[src/rtl/riscv_pkg.sv]
// Shared pipeline-control encodings: writeback select, forwarding selects and hazard FSM states.
package riscv_pkg;

    localparam logic [1:0] WB_MEM  = 2'b00;

    localparam logic [1:0] FWD_RF  = 2'b00;
    localparam logic [1:0] FWD_MEM = 2'b10;
    localparam logic [1:0] FWD_WB  = 2'b01;

    typedef enum logic [1:0] {
        RUN      = 2'd0,
        MEM_WAIT = 2'd1,
        ERR      = 2'd2
    } hz_state_t;

endpackage

[src/rtl/fwd_sel.sv]
// Forwarding select for one EX operand: MEM result beats WB result, x0 never forwarded.
// Latency: 0 cycles (pure combinational); no backpressure.
module fwd_sel
    import riscv_pkg::*;
#(
    parameter int RAW = 5
) (
    input  logic [RAW-1:0] rs,
    input  logic [RAW-1:0] rd_m,
    input  logic           wen_m,
    input  logic [RAW-1:0] rd_w,
    input  logic           wen_w,
    output logic [1:0]     fwd
);

    always_comb begin
        fwd = FWD_RF;
        if (wen_m && (rd_m != '0) && (rd_m == rs)) begin
            fwd = FWD_MEM;
        end else if (wen_w && (rd_w != '0) && (rd_w == rs)) begin
            fwd = FWD_WB;
        end
    end

endmodule

[src/rtl/hazard_unit.sv]
// Pipeline hazard controller: stall/flush/forwarding (0-cycle combinational) plus memory-wait FSM.
// Backpressure: holds all pipeline registers while data memory is busy; permanent hold after a timeout.
module hazard_unit
    import riscv_pkg::*;
#(
    parameter int RAW    = 5,
    parameter int MEM_TO = 16,
    parameter int CNT_W  = 32
) (
    input  logic             clk,
    input  logic             rst,
    input  logic [RAW-1:0]   rs1D,
    input  logic [RAW-1:0]   rs2D,
    input  logic             useRs1D,
    input  logic             useRs2D,
    input  logic [RAW-1:0]   rs1E,
    input  logic [RAW-1:0]   rs2E,
    input  logic [RAW-1:0]   rdE,
    input  logic             RegWEnE,
    input  logic [1:0]       WBSelE,
    input  logic             PCSelE,
    input  logic [RAW-1:0]   rdM,
    input  logic             RegWEnM,
    input  logic             MemReqM,
    input  logic             mem_ready,
    input  logic [RAW-1:0]   rdW,
    input  logic             RegWEnW,
    output logic             StallF,
    output logic             StallD,
    output logic             StallE,
    output logic             StallM,
    output logic             FlushD,
    output logic             FlushE,
    output logic [1:0]       FwdA,
    output logic [1:0]       FwdB,
    output logic             mem_err,
    output logic [CNT_W-1:0] stall_cnt,
    output logic [CNT_W-1:0] flush_cnt
);

    localparam int TW = $clog2(MEM_TO + 1);

    hz_state_t     state;
    logic [TW-1:0] to_cnt;
    logic          load_use;
    logic          mem_miss;
    logic [1:0]    fwd_a;
    logic [1:0]    fwd_b;

    fwd_sel #(.RAW(RAW)) u_fwd_a (
        .rs    (rs1E),
        .rd_m  (rdM),
        .wen_m (RegWEnM),
        .rd_w  (rdW),
        .wen_w (RegWEnW),
        .fwd   (fwd_a)
    );

    fwd_sel #(.RAW(RAW)) u_fwd_b (
        .rs    (rs2E),
        .rd_m  (rdM),
        .wen_m (RegWEnM),
        .rd_w  (rdW),
        .wen_w (RegWEnW),
        .fwd   (fwd_b)
    );

    assign mem_miss = MemReqM && !mem_ready;
    assign load_use = RegWEnE && (WBSelE == WB_MEM) && (rdE != '0) &&
                      ((useRs1D && (rs1D == rdE)) || (useRs2D && (rs2D == rdE)));

    always_comb begin
        StallF = 1'b0;
        StallD = 1'b0;
        StallE = 1'b0;
        StallM = 1'b0;
        FlushD = 1'b0;
        FlushE = 1'b0;
        FwdA   = FWD_RF;
        FwdB   = FWD_RF;
        if (rst) begin
            FwdA = fwd_a;
            FwdB = fwd_b;
            // A taken branch seen while waiting stays in EX and is acted on once RUN resumes.
            if ((state != RUN) || mem_miss) begin
                StallF = 1'b1;
                StallD = 1'b1;
                StallE = 1'b1;
                StallM = 1'b1;
            end else if (PCSelE) begin
                FlushD = 1'b1;
                FlushE = 1'b1;
            end else if (load_use) begin
                StallF = 1'b1;
                StallD = 1'b1;
                FlushE = 1'b1;
            end
        end
    end

    always_ff @(posedge clk or negedge rst) begin
        if (!rst) begin
            state     <= RUN;
            to_cnt    <= '0;
            mem_err   <= 1'b0;
            stall_cnt <= '0;
            flush_cnt <= '0;
        end else begin
            if (StallF && (stall_cnt != '1)) begin
                stall_cnt <= stall_cnt + CNT_W'(1);
            end
            case (state)
                RUN: begin
                    if (mem_miss) begin
                        state  <= MEM_WAIT;
                        to_cnt <= TW'(1);
                    end else if (PCSelE && (flush_cnt != '1)) begin
                        flush_cnt <= flush_cnt + CNT_W'(1);
                    end
                end
                MEM_WAIT: begin
                    if (mem_ready) begin
                        state  <= RUN;
                        to_cnt <= '0;
                    end else if (to_cnt == TW'(MEM_TO)) begin
                        state   <= ERR;
                        mem_err <= 1'b1;
                    end else begin
                        to_cnt <= to_cnt + TW'(1);
                    end
                end
                ERR: begin
                    mem_err <= 1'b1;
                end
                default: begin
                    state <= RUN;
                end
            endcase
        end
    end

endmodule
[config.mk]
export PLATFORM = sky130hd
export DESIGN_NAME = hazard_unit
export DESIGN_NICKNAME = d
export VERILOG_FILES = /design/src/rtl/riscv_pkg.sv /design/src/rtl/fwd_sel.sv /design/src/rtl/hazard_unit.sv
export SDC_FILE = /design/constraint.sdc
export NUM_CORES = 1
export LEC_CHECK = 0
export CORE_ASPECT_RATIO = 1.75
export CORE_MARGIN = 4
export CORE_UTILIZATION = 43
export DETAILED_ROUTE_END_ITERATION = 16
export PLACE_DENSITY = 0.76
export SYNTH_ARGS = -nofsm -noshare
export SYNTH_HDL_FRONTEND = slang
export SYNTH_HIERARCHICAL = 1
export SYNTH_SLANG_ARGS = --single-unit
[constraint.sdc]
create_clock -name clk -period 5.9 [get_ports clk]
set_input_delay 1.18 -clock clk [delete_from_list [all_inputs] [get_ports clk]]
set_output_delay 1.18 -clock clk [all_outputs]
set_load 0.02 [all_outputs]
==> results of run 1 <==
-- stage by stage --
stage,hold WS (ns),utilization
2_1_floorplan,0.497,-
3_3_place_gp,0.454,0.582
3_5_place_dp,0.456,0.582
4_1_cts,0.471,0.614
5_1_grt,0.482,0.614
6_report,0.470,0.614
-- path summary, 6_finish.rpt --
check	start	endpoint	slack [ns]	depth (start not counted)
max in group asynchronous	rst	to_cnt[4]	4.20	2
worst max register to register	stall_cnt[0]	stall_cnt[1]	2.95	6
worst min register to register	mem_err	mem_err	0.47	1
worst max-delay path	rdE[1]	StallF	1.36	6
worst min-delay path	mem_err	mem_err	0.47	1
min in group asynchronous	rst	stall_cnt[21]	0.76	1
-- power by group through the flow --
stage / registers [mW] / clock network (mW) / logic (mW)
finish: 0.595 / 0.529 / 0.283
global route: 0.603 / 0.564 / 0.306
CTS: 0.595 / 0.540 / 0.286
detailed placement: 0.602 / 0 / 0.285
global placement: 0.601 / 0 / 0.279
floorplan: 0.629 / 0 / 0.100
-- layout make-up --
type                    instances  area, um^2  share of cell area
multi-input cells             306        2030               0.365
flip-flops and latches         72        1800               0.325
repair buffers                122        1220               0.219
clock buffers                  12         236              0.0426
well taps                     120         150              0.0271
inverters                      16        60.1              0.0108
clock inverters                 4        55.1             0.00993
-- routing by layer --
| metal | part of all wire | up-vias | wire length (um) | track usage |
|---|---|---|---|---|
| met5 | 0 | - | 0 | 0 |
| met4 | 0.021 | 0 | 217 | 0.0724 |
| met3 | 0.068 | 15 | 704 | 0.0481 |
| met2 | 0.55 | 129 | 5740 | 0.373 |
| met1 | 0.36 | 1681 | 3740 | 0.207 |
| li1 | - | 1653 | - | - |
-- cells by family after synthesis --
kind of cell	after synthesis
buf+inv	27
simple gates	186
compound gates	24
flops	72
xor+xnor	91
mux	1
fa+ha+maj	4
-- state kept, by name (all words and copies together), names as in the netlist --
register / flops
flush_cnt: 32
stall_cnt: 32
mem_err: 1
state: 2
to_cnt: 5
-- placed cells by master, fill, tap and decap left out, types with 2 or more instances in the layout --
cell type / instances
and2_1: 4
a21oi_1: 6
dfrtp_1: 72
clkbuf_1: 3
nand2b_1: 2
clkdlybuf4s50_1: 120
ha_1: 4
o211ai_1: 2
and3_1: 7
and4_1: 3
or2_2: 4
nand3_1: 28
clkinv_4: 2
nor3_2: 2
buf_4: 2
xor2_1: 44
clkbuf_16: 9
o41ai_2: 2
nand4_1: 18
nor2_1: 28
xnor2_1: 47
nand2_1: 37
o21ai_0: 3
a211oi_2: 2
nor4_1: 15
nor3_1: 27
or3_1: 4
inv_1: 16
-- worst max-delay path, cell delays in order --
cell and delay, ns:
clkdlybuf4s50_1 0.54, xnor2_1 0.15, nand4_1 0.14, o22a_1 0.25, a21oi_1 0.40, clkdlybuf4s50_1 0.70
==> impl_metrics.json, run 1 <==
{
  "p_seq_frac": 0.423,
  "dp.cells": 636,
  "cts_tree": "built",
  "slew_headroom": 0.490,
  "synth_top_family_by_area": "simple AND/OR/NAND/NOR gates",
  "power_mw": 1.41,
  "gp_congestion": 0.817,
  "combPwrFrac": 0.201,
  "yosys.area.top_type": "dfrtp_1",
  "die-height_um": 135,
  "clock_sinks": 72,
  "final_max_slew_viol_count": 0,
  "synth_adder_area_share": 0.0126,
  "grt_usage": 0.198,
  "synthArstFlopShare": 1.00,
  "antenna_left": 0,
  "start_util": 0.438,
  "grt_pass1_wl_um": 16900,
  "port_buffers": 121,
  "synth_area_leaders": "dfrtp_1 (46%), xnor2_1 (10%), xor2_1 (9.7%)",
  "layout.nets": 578,
  "fin_cells": 652,
  "antenna_found_initial": 0,
  "status": "finished clean",
  "fin_ws_ns": 1.36,
  "synth_cells": 405,
  "vias": 3478,
  "clk_latency_ns": 0.33,
  "critPathLaunchType": "primary input",
  "path_class": "primary input to output pin",
  "clock.fmax_ghz": 0.220,
  "yosysMostFrequentCell": "dfrtp_1",
  "synth_seq_cells": 72,
  "row_count": 46,
  "via_per_inst": 5.33,
  "synth-xor-area-share": 0.201,
  "ios": 122,
  "max_cap_violations": 0,
  "swShare": 0.288,
  "fp.dieW_um": 80.5,
  "placeableCoreArea_um2": 9040,
  "synthDistinctLibCells": 44,
  "avgSynthCellArea_um2": 9.77,
  "first_iter_violations": 119,
  "numCtsBuffers": 9,
  "p_int_mw": 1.00,
  "yosysTopAreaCellShare": 0.455,
  "required_ns": 4.72,
  "clock-skew-final_ns": 0.00893,
  "pwr_density_cell_nw_per_um2": 254,
  "hold_buffers": 0,
  "rsz0062_at_grt": "no",
  "place_ws_ns": 1.38,
  "synth_warnings": 6,
  "syn_to_final_growth_pct": 40.1,
  "setup_viol": 0,
  "muxShareOfSynthArea": 0.00284,
  "synth_fp_nets": 456,
  "grt-ovfl-total": 0,
  "min_path_type": "flip-flop to flip-flop",
  "min_period_ns": 4.54,
  "clkPwrFrac": 0.376,
  "synth_compound_area_frac": 0.0496,
  "hold_viol_final": 0,
  "synth_enable_flop_cells": 0,
  "diodes": 0,
  "clk_transition_reported_paths_ns": 0.06,
  "n_fill_cell": 787,
  "h-tree-depth": 3,
  "cts.repair.resized": 0,
  "synth_seq_area_share": 0.455,
  "drive_gt1_frac": 0.0583,
  "fin_area_um2": 5550,
  "tns_ns": 0,
  "cts_setup_buffers": 0,
  "cp.arrival_ns": 3.36,
  "ctsRootBufferMaster": "clkbuf_16",
  "crit_path_max_fanout": 5,
  "cp-end-kind": "output pin",
  "first_pass_iters": 4,
  "peakVddDrop_v": 0.000215,
  "worst_pin_slew_ns": 0.759,
  "synth_simple_gate_area_share": 0.246,
  "syn_area_um2": 3960,
  "ys_top_cells_by_count": "dfrtp_1 (72), xnor2_1 (47), xor2_1 (44)",
  "ys.flop_type": "dfrtp_1",
  "wl_per_cell_um": 16.0,
  "power.switching_mw": 0.405,
  "drc": 0,
  "grt_pass1_vias": 3608,
  "period_share": 0.769,
  "p_leak_nw": 2.33,
  "place_area_um2": 5260,
  "hpwl_um": 8090,
  "grt_max_degree": 53,
  "dieArea_um2": 10900,
  "cts_buffer_depth": 2,
  "routed_wirelength_um": 10400
}
No activity file was read; power rests on OpenSTA's default activity.
==> run 2: changes to the inputs <==
PLACE_DENSITY = 0.78   (was 0.76)
clock period = 4.05 ns   (was 5.9 ns; I/O delays follow)
==> run 2 against run 1 <==
Utilization increased by 0.48 points. Sequential power is 45% higher. First-iteration DRC count rose by 39%. Routed wire length decreased by 1.3%. Critical path depth stayed put. Combinational power up 48%. Design area increased by 0.79%. Clock power up 58%. Setup slack worse by 1.1 ns. Final cell count grew 0.15%. Via count down 0.35%. Critical endpoint unchanged. Largest cell class unchanged. Largest power group unchanged.
==> impl_metrics.json, run 2 (synthesized netlist as in run 1, its figures left out) <==
{
  "status": "finished clean",
  "clock.fmax_ghz": 0.265,
  "worst_path_max_delay_cell": "clkdlybuf4s50_1",
  "first_iter_violations": 166,
  "p_leak_nw": 2.36,
  "grt-ovfl-total": 0,
  "worstPathCellList": "clkdlybuf4s50_1, xnor2_1, nand4_1, o22a_1, a21oi_1, clkdlybuf4s50_1",
  "final_max_slew_viol_count": 0,
  "diodes": 0,
  "port_buffers": 121,
  "grt_pass1_wl_um": 16500,
  "clock-skew-final_ns": 0.0111,
  "syn_to_final_growth_pct": 41.2,
  "largestRegisters": "flush_cnt: 32 flops, stall_cnt: 32 flops, to_cnt: 5 flops",
  "multiInputGateArea_um2": 2030,
  "hold_buffers": 0,
  "place_area_um2": 5270,
  "slew_headroom": 0.496,
  "path_class": "primary input to output pin",
  "gp_congestion": 0.803,
  "power_mw": 2.12,
  "cts.repair.resized": 0,
  "min_period_ns": 3.78,
  "layout_commonest_cell": "clkdlybuf4s50_1",
  "dieArea_um2": 10900,
  "cp_top_family": "buffers and inverters",
  "antenna_left": 0,
  "cts_tree": "built",
  "cts_buffer_depth": 2,
  "max_stage_delay_ns": 0.70,
  "holdWs_ns": 0.274,
  "regArea_um2": 1800,
  "period_share": 0.933,
  "via_per_inst": 5.31,
  "first_pass_iters": 4,
  "clk_latency_ns": 0.33,
  "antenna_found_initial": 0,
  "layout_common_cells": "clkdlybuf4s50_1 (120), dfrtp_1 (72), xnor2_1 (47)",
  "drive_gt1_frac": 0.0657,
  "worst_pin_slew_ns": 0.750,
  "cp_num_buf_inv": 2,
  "min_path_type": "primary input to async pin",
  "required_ns": 3.24,
  "layout.nets": 580,
  "drc": 0,
  "h-tree-depth": 3,
  "tns_ns": 0,
  "fin_ws_ns": 0.273,
  "cp.arrival_ns": 2.97,
  "dp.cells": 638,
  "hpwl_um": 7930,
  "numCtsBuffers": 9,
  "fin_cells": 653,
  "ctsRootBufferMaster": "clkbuf_16",
  "die-height_um": 135,
  "rsz0062_at_grt": "no",
  "hold_viol_final": 0,
  "critPathLaunchType": "primary input",
  "grt_pass1_vias": 3620,
  "clk_transition_reported_paths_ns": 0.06,
  "worst_path_most_repeated_cell": "clkdlybuf4s50_1",
  "setup_viol": 0,
  "placeableCoreArea_um2": 9040,
  "cts_setup_buffers": 0,
  "ios": 122,
  "pwr_density_cell_nw_per_um2": 379,
  "row_count": 46,
  "n_fill_cell": 768,
  "vias": 3466,
  "max_cap_violations": 0,
  "crit_path_max_fanout": 5,
  "routed_wirelength_um": 10300,
  "wl_per_cell_um": 15.7,
  "fp.dieW_um": 80.5,
  "place_ws_ns": 0.259,
  "grt_usage": 0.194,
  "grt_max_degree": 43,
  "clock_sinks": 72,
  "peakVddDrop_v": 0.000288,
  "post-route-util": 0.619,
  "cp-end-kind": "output pin",
  "start_util": 0.438,
  "fin_area_um2": 5590
}
-- run 2: cell count changes in the layout (fill, tap and decap cells not counted), sizes merged --
cell    previous run  this run
buf                2         4
bufinv             1         2
clkbuf            12        10
-- run 2: worst paths after layout --
check,start,end,slack [ns],cells past startpoint
max in group asynchronous,rst,stall_cnt[28],2.65,3
hold reg to reg,mem_err,mem_err,0.47,1
setup / recovery,rdE[3],StallF,0.27,6
min in group clk,mem_err,mem_err,0.47,1
setup reg to reg,stall_cnt[0],stall_cnt[1],1.08,6
hold / removal,rst,mem_err,0.27,1
-- run 2: layout make-up --
class	count	area share
repair buffers	124	0.220
flip-flops and latches	72	0.322
inverters	16	0.0107
well taps	120	0.0269
multi-input cells	306	0.363
clock inverters	5	0.0145
clock buffers	10	0.0427
-- run 2: where the power goes --
group / leakage [nW] / internal (mW) / switching (mW) / total [mW]
registers: 0.923 / 0.775 / 0.0895 / 0.864
clock network: 0.155 / 0.552 / 0.285 / 0.837
logic: 1.28 / 0.206 / 0.212 / 0.418
-- run 2: layer usage --
metal | share of wire | up-vias | track usage
met1 | 0.37 | 1666 | 0.204
met5 | 0 | - | 0
met4 | 0.027 | 0 | 0.0883
li1 | - | 1651 | -
met3 | 0.061 | 20 | 0.0494
met2 | 0.54 | 129 | 0.353
==> run 3: changes to the inputs <==
CAP_MARGIN = 20   (was not set)
==> results of run 3 <==
No change in the layout: final DEF, timing and power equal those of run 2.
==> patch (settings of run 2) <==
`RAW` is set to 5 in 2 places; all go to 10.
--- a/src/rtl/fwd_sel.sv
+++ b/src/rtl/fwd_sel.sv
@@ -4,5 +4,5 @@
     import riscv_pkg::*;
 #(
-    parameter int RAW = 5
+    parameter int RAW = 10
 ) (
     input  logic [RAW-1:0] rs,
--- a/src/rtl/hazard_unit.sv
+++ b/src/rtl/hazard_unit.sv
@@ -4,5 +4,5 @@
     import riscv_pkg::*;
 #(
-    parameter int RAW    = 5,
+    parameter int RAW    = 10,
     parameter int MEM_TO = 16,
     parameter int CNT_W  = 32
Ports: changed (7 resized); port bits go from 122 to 157. No check against the original RTL was run, so the function may have changed too.
==> patch against run 2 <==
- sequential share of layout area is 4.1 points lower
- critical path depth stayed put
- power is 8.6% higher
- combinational power is 38% higher
- clock skew is 0.0042 ns lower
- count of clock-buffer cells in the layout is 1 higher
- worst setup slack worse by 0.10 ns
- design area is 14% higher
- synthesized cell count is 5.9% higher
- wire length is 28% higher
- maximum frequency is 2.7% lower
- largest cell class unchanged
- area after synthesis is 9.0% higher
- largest power group unchanged
- sequential cell count stayed put
- critical path type unchanged
==> patch: results (changes against run 2) <==
stage,metric,value,unit,change
power,Lkg Pwr,0.002540,uW,+7.6%
sta,Setup Skew,0.006973,ns,-0.004159 ns
place,Placed Cells,713,,+12%
synthesis,xor and xnor fraction of the mapped netlist area,24.97,%,+4.8 points
place,Port Buffers,156,,+29%
route,vias,3868,,+12%
global_route,M2 GR Usage,41.12,%,+5.8 points
synthesis,Yosys cell types,45,,+2.3%
critical_path,worst path arrival time,3.07,ns,+0.10 ns
critical_path,crit-path max cell delay,0.61,ns,-0.09 ns
synthesis,Syn Area/Cell,10.06,um^2,+2.9%
place,routability cong.,0.9788,,+22%
route,DRT Wirelength,13100,um,+28%
synthesis,Post-Synth Adder-Cell Area,1.160,%,-0.10 points
synthesis,Synth Area in Compound Gates,3.074,%,-1.9 points
critical_path,Worst Path Max Fanout,4,,-1
power,internal power,1639,uW,+6.9%
run_status,status,finished clean,,
synthesis,mux cell area share after synthesis,0.7831,%,+0.50 points
cells_and_area,Post-Layout Cell Count,729,,+12%
synthesis,most common library cells after synthesis,"xnor2_1 (106), dfrtp_1 (72), nand3_1 (35), nand4_1 (35), nand2_1 (30)",,
place,dpl hpwl,10550,um,+33%
sta,Slew headroom,65.20,%,+16 points
power,Clk pwr share,36.9,%,-2.6 points
synthesis,ranking of synthesized cells by area,"dfrtp_1 (42%), xnor2_1 (22%), nand4_1 (5.1%), nand3_1 (4.1%), xor2_1 (3.5%)",,
-- patch: changes by cell type after synthesis, sizes merged, moves of 4 or more --
cell / delta
and2: +4
and3: +8
inv: -7
nand2: -7
nand3: +7
nand4: +18
nor2: -9
nor3: -19
xnor2: +59
xor2: -27
-- patch: logic make-up (layout without fill, tap and decap cells) --
| group | after synthesis | after routing |
|---|---|---|
| AOI/OAI and AO/OA | 17 | 17 |
| xor gates and xnor gates | 123 | 123 |
| adders and majority gates | 4 | 4 |
| buffers and inverters | 19 | 194 |
| DFF | 72 | 72 |
| muxes | 3 | 3 |
| and+or+nand+nor | 191 | 191 |
-- patch: worst paths after layout --
kind	from	end	slack (ns)	cells past startpoint
max	rdM[7]	FwdB[1]	0.17	6
min	rst	state[1]	0.32	1
max reg2reg	flush_cnt[14]	flush_cnt[1]	1.81	6
min reg2reg	mem_err	mem_err	0.48	1
max in group asynchronous	rst	flush_cnt[7]	3.06	2
min in group clk	mem_err	mem_err	0.48	1
-- patch: layer usage --
metal,vias up,wire length (um)
met2,139,7044
met1,1847,4587
met3,32,716
met5,-,0
met4,0,751
li1,1850,-
-- patch: area by class of cell --
| class | instances | area (um^2) | share of cell area (%) |
|---|---|---|---|
| Timing Repair Buffer | 169 | 1662 | 25.98 |
| Clock inverter | 5 | 80.08 | 1.252 |
| Multi-Input combinational cell | 338 | 2420 | 37.83 |
| Inverter | 9 | 33.78 | 0.5282 |
| Sequential cell | 72 | 1802 | 28.17 |
| Tap cell | 125 | 156.4 | 2.445 |
| Clock buffer | 11 | 242.7 | 3.795 |
-- patch: per-stage QoR --
step / setup WS [ns] / total power (uW)
after floorplan: 1.172 / 1144
after detailed placement: 0.03992 / 1465
final: 0.1680 / 2301
after global placement: 0.07594 / 1454
after CTS: 0.03059 / 2325
after global routing: 0.09341 / 2401
